<file path="config.mk">
export PLATFORM = sky130hd
export DESIGN_NAME = if_prefetch_queue
export DESIGN_NICKNAME = d
export VERILOG_FILES = /design/src/rtl/if_prefetch_queue_pkg.sv /design/src/rtl/if_fifo_sync.sv /design/src/rtl/if_prefetch_queue.sv
export SDC_FILE = /design/constraint.sdc
export NUM_CORES = 1
export LEC_CHECK = 0
export ABC_AREA = 0
export CAP_MARGIN = 20
export CORE_ASPECT_RATIO = 0.8
export CORE_MARGIN = 8
export CORE_UTILIZATION = 48
export DETAILED_ROUTE_END_ITERATION = 7
export PLACE_DENSITY = 0.72
export SETUP_SLACK_MARGIN = 0.02
export SYNTH_ARGS = -nofsm -noshare
export SYNTH_HDL_FRONTEND = slang
export SYNTH_HIERARCHICAL = 1
export SYNTH_SLANG_ARGS = --single-unit
</file>
<file path="constraint.sdc">
create_clock -name clk -period 6.5 [get_ports clk]
set_input_delay 0.65 -clock clk [delete_from_list [all_inputs] [get_ports clk]]
set_output_delay 0.65 -clock clk [all_outputs]
set_load 0.01 [all_outputs]
</file>
<file path="src/rtl/if_prefetch_queue_pkg.sv">
// if_prefetch_queue_pkg: fetch FSM encoding and instruction constants shared by the prefetch queue
package if_prefetch_queue_pkg;
  typedef enum logic [1:0] {IDLE, REQ, DROP} fetch_state_e;
  localparam int INST_W = 32;
  localparam logic [31:0] PC_INC = 32'd4;
  localparam logic [31:0] NOP = 32'h0000_0013;
endpackage

</file>
<file path="src/rtl/if_fifo_sync.sv">
// if_fifo_sync: synchronous FIFO with clear; cleared slots hold a NOP so stale entries are recognisable in debug
module if_fifo_sync
  import if_prefetch_queue_pkg::*;
#(
  parameter int DEPTH = 4,
  parameter int W = 2 * INST_W
) (
  input  logic                         clk,
  input  logic                         rst,
  input  logic                         clr,
  input  logic                         wr_en,
  input  logic [W-1:0]                 wr_data,
  input  logic                         rd_en,
  output logic [W-1:0]                 rd_data,
  output logic [$clog2(DEPTH+1)-1:0]   count
);
  localparam int AW = $clog2(DEPTH);
  localparam int CW = $clog2(DEPTH + 1);
  logic [W-1:0] mem [DEPTH];
  logic [AW-1:0] wr_ptr, rd_ptr;
  assign rd_data = mem[rd_ptr];
  always_ff @(posedge clk)
    if (!rst || clr) begin
      wr_ptr <= '0;
      rd_ptr <= '0;
      count <= '0;
      for (int i = 0; i < DEPTH; i++) mem[i] <= W'(NOP);
    end else begin
      if (wr_en) mem[wr_ptr] <= wr_data;
      wr_ptr <= wr_ptr + AW'(wr_en);
      rd_ptr <= rd_ptr + AW'(rd_en);
      count <= count + CW'(wr_en) - CW'(rd_en);
    end
endmodule

</file>
<file path="src/rtl/if_prefetch_queue.sv">
// if_prefetch_queue: IF fetch engine feeding a prefetch FIFO; define IF_PREFETCH_QUEUE_BYPASS_EN to forward responses straight to deq when the FIFO is empty
module if_prefetch_queue
  import if_prefetch_queue_pkg::*;
#(
  parameter int DEPTH = 4,
  parameter logic [31:0] RESET_PC = 32'h0000_0000
) (
  input  logic                       clk,
  input  logic                       rst,
  output logic                       imem_req,
  output logic [31:0]                imem_addr,
  input  logic                       imem_ack,
  input  logic [INST_W-1:0]          imem_rdata,
  input  logic                       redirect,
  input  logic [31:0]                redirect_pc,
  input  logic                       deq_ready,
  output logic                       deq_valid,
  output logic [31:0]                deq_pc,
  output logic [INST_W-1:0]          deq_inst,
  output logic [$clog2(DEPTH+1)-1:0] count
);
  localparam int CW = $clog2(DEPTH + 1);
  fetch_state_e state, state_nx;
  logic [31:0] fetch_pc, drop_addr;
  logic [CW-1:0] cnt_nx;
  logic [2*INST_W-1:0] head;
  logic empty, fetched, byp, enq, deq;
  assign empty = count == '0;
  assign fetched = state == REQ && imem_ack && !redirect;
`ifdef IF_PREFETCH_QUEUE_BYPASS_EN
  assign byp = fetched && empty;
`else
  assign byp = 1'b0;
`endif
  assign deq_valid = !empty || byp;
  assign deq = deq_ready && !empty && !redirect;
  assign enq = fetched && !(byp && deq_ready);
  assign cnt_nx = count + CW'(enq) - CW'(deq);
  assign imem_req = state != IDLE;
  assign imem_addr = state == DROP ? drop_addr : fetch_pc;
  assign deq_pc = !empty ? head[2*INST_W-1:INST_W] : byp ? fetch_pc : '0;
  assign deq_inst = !empty ? head[INST_W-1:0] : byp ? imem_rdata : '0;
  always_comb begin
    state_nx = state;
    if (redirect) state_nx = state != IDLE && !imem_ack ? DROP : REQ;
    else if (state == IDLE) state_nx = count < CW'(DEPTH) ? REQ : IDLE;
    else if (state == REQ) state_nx = imem_ack && cnt_nx == CW'(DEPTH) ? IDLE : REQ;
    else state_nx = imem_ack ? REQ : DROP;
  end
  always_ff @(posedge clk)
    if (!rst) begin
      state <= IDLE;
      fetch_pc <= RESET_PC;
      drop_addr <= RESET_PC;
    end else begin
      state <= state_nx;
      if (state == REQ) drop_addr <= fetch_pc;
      fetch_pc <= redirect ? {redirect_pc[31:2], 2'b00} : fetched ? fetch_pc + PC_INC : fetch_pc;
    end
  if_fifo_sync #(.DEPTH(DEPTH), .W(2 * INST_W)) u_fifo (
    .clk(clk),
    .rst(rst),
    .clr(redirect),
    .wr_en(enq),
    .wr_data({fetch_pc, imem_rdata}),
    .rd_en(deq),
    .rd_data(head),
    .count(count)
  );
endmodule
</file>
=== Yosys cells after proc, flatten, opt, wreduce, memory -nomap -nowiden ===
Memories as Yosys holds them, arrays and structs flattened. A register that Yosys moved wholly into a read port is not among the register bits.
Index checks and enable logic that the tools add are counted.
W data, S select, Z words.

* Register bits after elaboration: 73
* Memory bits (writable): 256
* Output and inout bits: 101
* Word-level logic and storage cells: 56
* Memories kept: 1

* Add/subtract/negate cells: 5
* Magnitude comparators: 1
* Equality and inequality tests: 3
* Multiplexer cells: 21
* Bitwise logic cells: 1
* Reduce and logical (&&, ||, !) cells: 17

{| class="wikitable"
|+ Memory list
! memory !! depth !! width !! rd ports !! clocked after memory_dff !! write ports !! line !! source
|-
| u_fifo.mem || 4 || 64 || 1 || 1 || 4 || if_fifo_sync.sv:19 || <nowiki>logic [W-1:0] mem [DEPTH];</nowiki>
|}

{| class="wikitable"
|+ Operators by type and width
! operator !! count
|-
| $mux W32 || 5
|-
| $mux W64 || 1
|-
| $reduce_or A64 Y1 || 1
|-
| $add A32 B3 Y32 const B || 1
|-
| $mux W2 || 7
|-
| $mux W1 || 8
|-
| $logic_and A1 B1 Y1 || 6
|-
| $add A2 B1 Y2 || 2
|-
| $logic_not A1 Y1 || 4
|-
| $reduce_bool A2 Y1 || 2
|-
| $add A3 B1 Y3 || 1
|-
| $eq A3 B3 Y1 const B || 1
|-
| $logic_not A3 Y1 || 1
|-
| $lt A3 B3 Y1 const B || 1
|-
| $sub A3 B1 Y3 || 1
|-
| $eq A2 B1 Y1 const B || 1
|-
| $eq A2 B2 Y1 const B || 1
|-
| $logic_not A2 Y1 || 1
|-
| $reduce_or A2 Y1 || 1
|-
| $logic_or A1 B1 Y1 || 1
|-
| $not A1 Y1 || 1
|}

=== Longest topological paths before layout ===
* Depth after elaboration: 11
* Gate-level depth with buffers: 14
* Gate-level depth less buffers: 10

=== By module ===
The synthesis kept the hierarchy.

{| class="wikitable"
|+ Modules (own cells, without submodules)
! module !! times used !! cells an instance !! area each (um2) !! sequential area each (um2)
|-
| if_fifo_sync || 1 || 744 || 11646.2 || 7827.5
|-
| if_prefetch_queue || 1 || 498 || 3983.8 || 1241.2
|}

=== Worst setup path after synthesis ===
OpenSTA, ideal clock, no wires.

* Kind: input to register
* Start point: input port redirect
* End point: memory u_fifo/mem[0][0] (netlist name) (enable)
* Setup time: 0.581 ns
* Arrival: 6.399 ns
* Data required time: 5.919 ns
* Slack: -0.479 ns
* Cell stages on the path: 8
* Path buffers: 3
* Cell sequence: buf_6 -> inv_1 -> clkbuf_8 -> clkbuf_1 -> nand2_1 -> inv_1 -> inv_2 -> o31ai_1

{| class="wikitable"
|+ RTL lines
! element !! line !! source
|-
| start, declared || if_prefetch_queue.sv:14 || <nowiki>input logic redirect,</nowiki>
|-
| end, declared || if_fifo_sync.sv:19 ||
|}

==> results.yml <==
logic_synthesis:
  synth_edf_count: 256
  synthCells: 1242
  synth_top_area_share_pct: 49.2
  synth_top_cell_by_area: "edfxtp_1"
  ys_warn_count: 6
  avgSynthCellArea_um2: 12.6
  ys.flop_type: "edfxtp_1"
  synth_area_mm2: 0.0156
  synth_cell_type_count: 63
  synth_seq_area_share_pct: 58.0
  async_flop_share_pct: 0
  yosys-top-cells-area: "edfxtp_1, dfxtp_1, mux4_2, and3_1, nor3_1"
  ys_ff_latch: 325
worst_setup_path:
  r2r_start: "state[1]"
  crit_arrival_ps: 3290
  r2r_end: "u_fifo/count[2]"
  crit_chain: "buf_4 > mux4_1 > and2_1 > clkdlybuf4s50_1"
  rrSetupSlack_ps: 3030
  cp_max_fo: 46
  critical_path.endpoint: "deq_pc[31]"
  cp.required_ps: 5850
  end_kind: "output port"
  crit_type: "flop to output port"
  startpoint_type: "flop"
  crit_start: "u_fifo/rd_ptr[0]"
  crit_slowest_cell: "dfxtp_4"
  rr_worst_depth: 11
  cpPeakStageDelay_ps: 980
placement:
  dp.final_hpwl_um: 22900
  dp_cells: 1751
  pre_cts_slack_ps: 2200
  io_buffers: 165
  gp_congestion: 0.791
  placed_area_mm2: 0.0174
cells_and_area:
  design_area_mm2: 0.0185
  multi_input_area_mm2: 0.00573
  final_core_util_pct: 57.4
  final_layout_size_suffix_gt1_share_pct: 12.8
  layout.cells.non_filler: 1817
  fin_nets: 1440
  fill_cells: 2638
  n_antenna_cell: 0
  syn_to_final_growth_pct: 18.5
  seq_area_mm2: 0.00908
sta:
  tns_ps: 0
  finalMaxSlewViolations: 0
  fin_crit_ps: 3940
  max_slew_margin_pct: 24.6
  hold_violations: 0
  rsz0062_at_grt: "false"
  fin_hold_ws_ps: 464
  setup_ws_ps: 2560
  worstMarginPinSlew_ps: 1130
  post-route-period-util_pct: 60.6
  setup_viol_count_final: 0
  timing.fmax_ghz: 0.254
  clock_skew_ps: 15.5
global_route:
  grt_pass1_vias: 11000
  grt.total_usage_pct: 20.5
  overflow: 0
  grt_pass1_wl_um: 62800
  antenna_found_initial: 2
  grt_max_degree: 95
drt:
  first_iter_violations: 859
  totalWireLength_um: 40300
  vias: 10500
  avgRoutedWirePerCell_um: 22.2
  viasPerCell: 5.80
  drc: 0
  drtAntennaViolNets: 0
  dr.pass1.iters: 7
floorplan:
  die_w_um: 218
  coreArea_mm2: 0.0323
  ioPinCount: 170
  initial_core_util_pct: 48.5
  num_rows: 59
  fp.dieH_um: 177
  die_area_mm2: 0.0386
pwr:
  power_density_mw_per_mm2: 254
  finalPower_mw: 4.70
  leakagePower_nw: 7.02
  peakVddDrop_uv: 163
cts:
  clock_tree.buffer_depth: 3
  path_clk_slew_ps: 60
  cts_setup_buffers: 0
  cts_tree: "done"
  cts_buffers: 36
  cts.htree.levels: 2
  insertion_delay_ps: 500
  cts-root-buf: "clkbuf_16"
  cts_num_sinks: 325
  post_cts_resized: 0
  holdBufCountCts: 0
run_status:
  status: "finished, final reports clean"
run:
  maxCapViolCount: 0
min_path:
  holdCritPathClass: "flop to flop"
==> worst max-delay path, delay by kind of cell, from the launching register on <==
family / cells / cell delay (ps)
flops: 1 / 980
mux: 1 / 600
buf+inv: 2 / 1020
simple gates: 1 / 160
==> area by class of cell <==
cell class,count,share of cell area [%]
timing repair buffer,184,9.66
clock buffer,51,5.28
multi-input combinational,741,30.9
sequential,325,49.0
inverter,74,1.50
tap,427,2.88
clock inverter,15,0.770
==> cell usage after synthesis, types with 8 or more instances <==
cell type,count
a21boi_0,30
a31oi_1,13
and2_1,72
and3_1,128
buf_2,44
clkbuf_1,37
clkbuf_2,14
dfxtp_1,69
edfxtp_1,256
inv_1,73
mux2_2,27
mux4_2,60
nand2_1,86
nand2b_1,15
nand3_1,16
nand3b_1,10
nor2_1,9
nor3_1,126
o21ai_0,29
or3_1,8
or4_1,9
xnor2_1,8
==> state kept, by name, indices dropped and copies added (netlist names) <==
register and cells:
u_fifo/rd_ptr 2, u_fifo/mem 256, fetch_pc 30, u_fifo/count 3
drop_addr 30, state 2, u_fifo/wr_ptr 2
==> layer usage <==
layer / global-route usage, % / vias to the layer above / routed length (um)
met2: 35.1 / 396 / 19800
met1: 27.1 / 5228 / 17100
li1: - / 4863 / -
met4: 4.84 / 4 / 644
met3: 3.70 / 55 / 2730
met5: 0 / - / 29
==> where the power goes <==
| part | leakage, nW | switching, mW | internal, mW |
|---|---|---|---|
| Clock | 0.537 | 0.807 | 1.14 |
| Sequential | 3.38 | 0.0645 | 2.33 |
| Combinational | 3.11 | 0.204 | 0.158 |
| Total | 7.02 | 1.08 | 3.63 |
==> kinds of logic (layout without fill, tap and decap cells) <==
| logic type | count (synthesis) | after routing | share of synthesized area, % |
|---|---|---|---|
| flops | 325 | 325 | 58.0 |
| compound gates | 108 | 108 | 4.74 |
| xor+xnor | 11 | 11 | 0.712 |
| other cells | 1 | 8 | 0.0240 |
| buf+inv | 183 | 324 | 5.95 |
| simple gates | 512 | 512 | 18.3 |
| mux | 93 | 93 | 11.4 |
| fa+ha+maj | 9 | 9 | 0.817 |
==> how the worst min path moves through the flow <==
stage	start	to	depth (start not counted)
after global placement	drop_addr[30]	drop_addr[30]	2
final	drop_addr[6]	drop_addr[6]	2
after detailed placement	drop_addr[28]	drop_addr[28]	2
after floorplan	drop_addr[10]	drop_addr[10]	2
after global routing	drop_addr[31]	drop_addr[31]	2
after CTS	drop_addr[12]	drop_addr[12]	2
==> cell usage in the layout (no fill, tap or decap), types with 37 or more instances in the layout <==
| master | n |
|---|---|
| edfxtp_1 | 256 |
| clkdlybuf4s50_1 | 164 |
| and3_1 | 128 |
| nor3_1 | 126 |
| nand2_1 | 85 |
| inv_1 | 73 |
| and2_1 | 71 |
| dfxtp_1 | 67 |
| mux4_2 | 60 |
| clkbuf_16 | 37 |
Power figures use the tool's default switching activity.
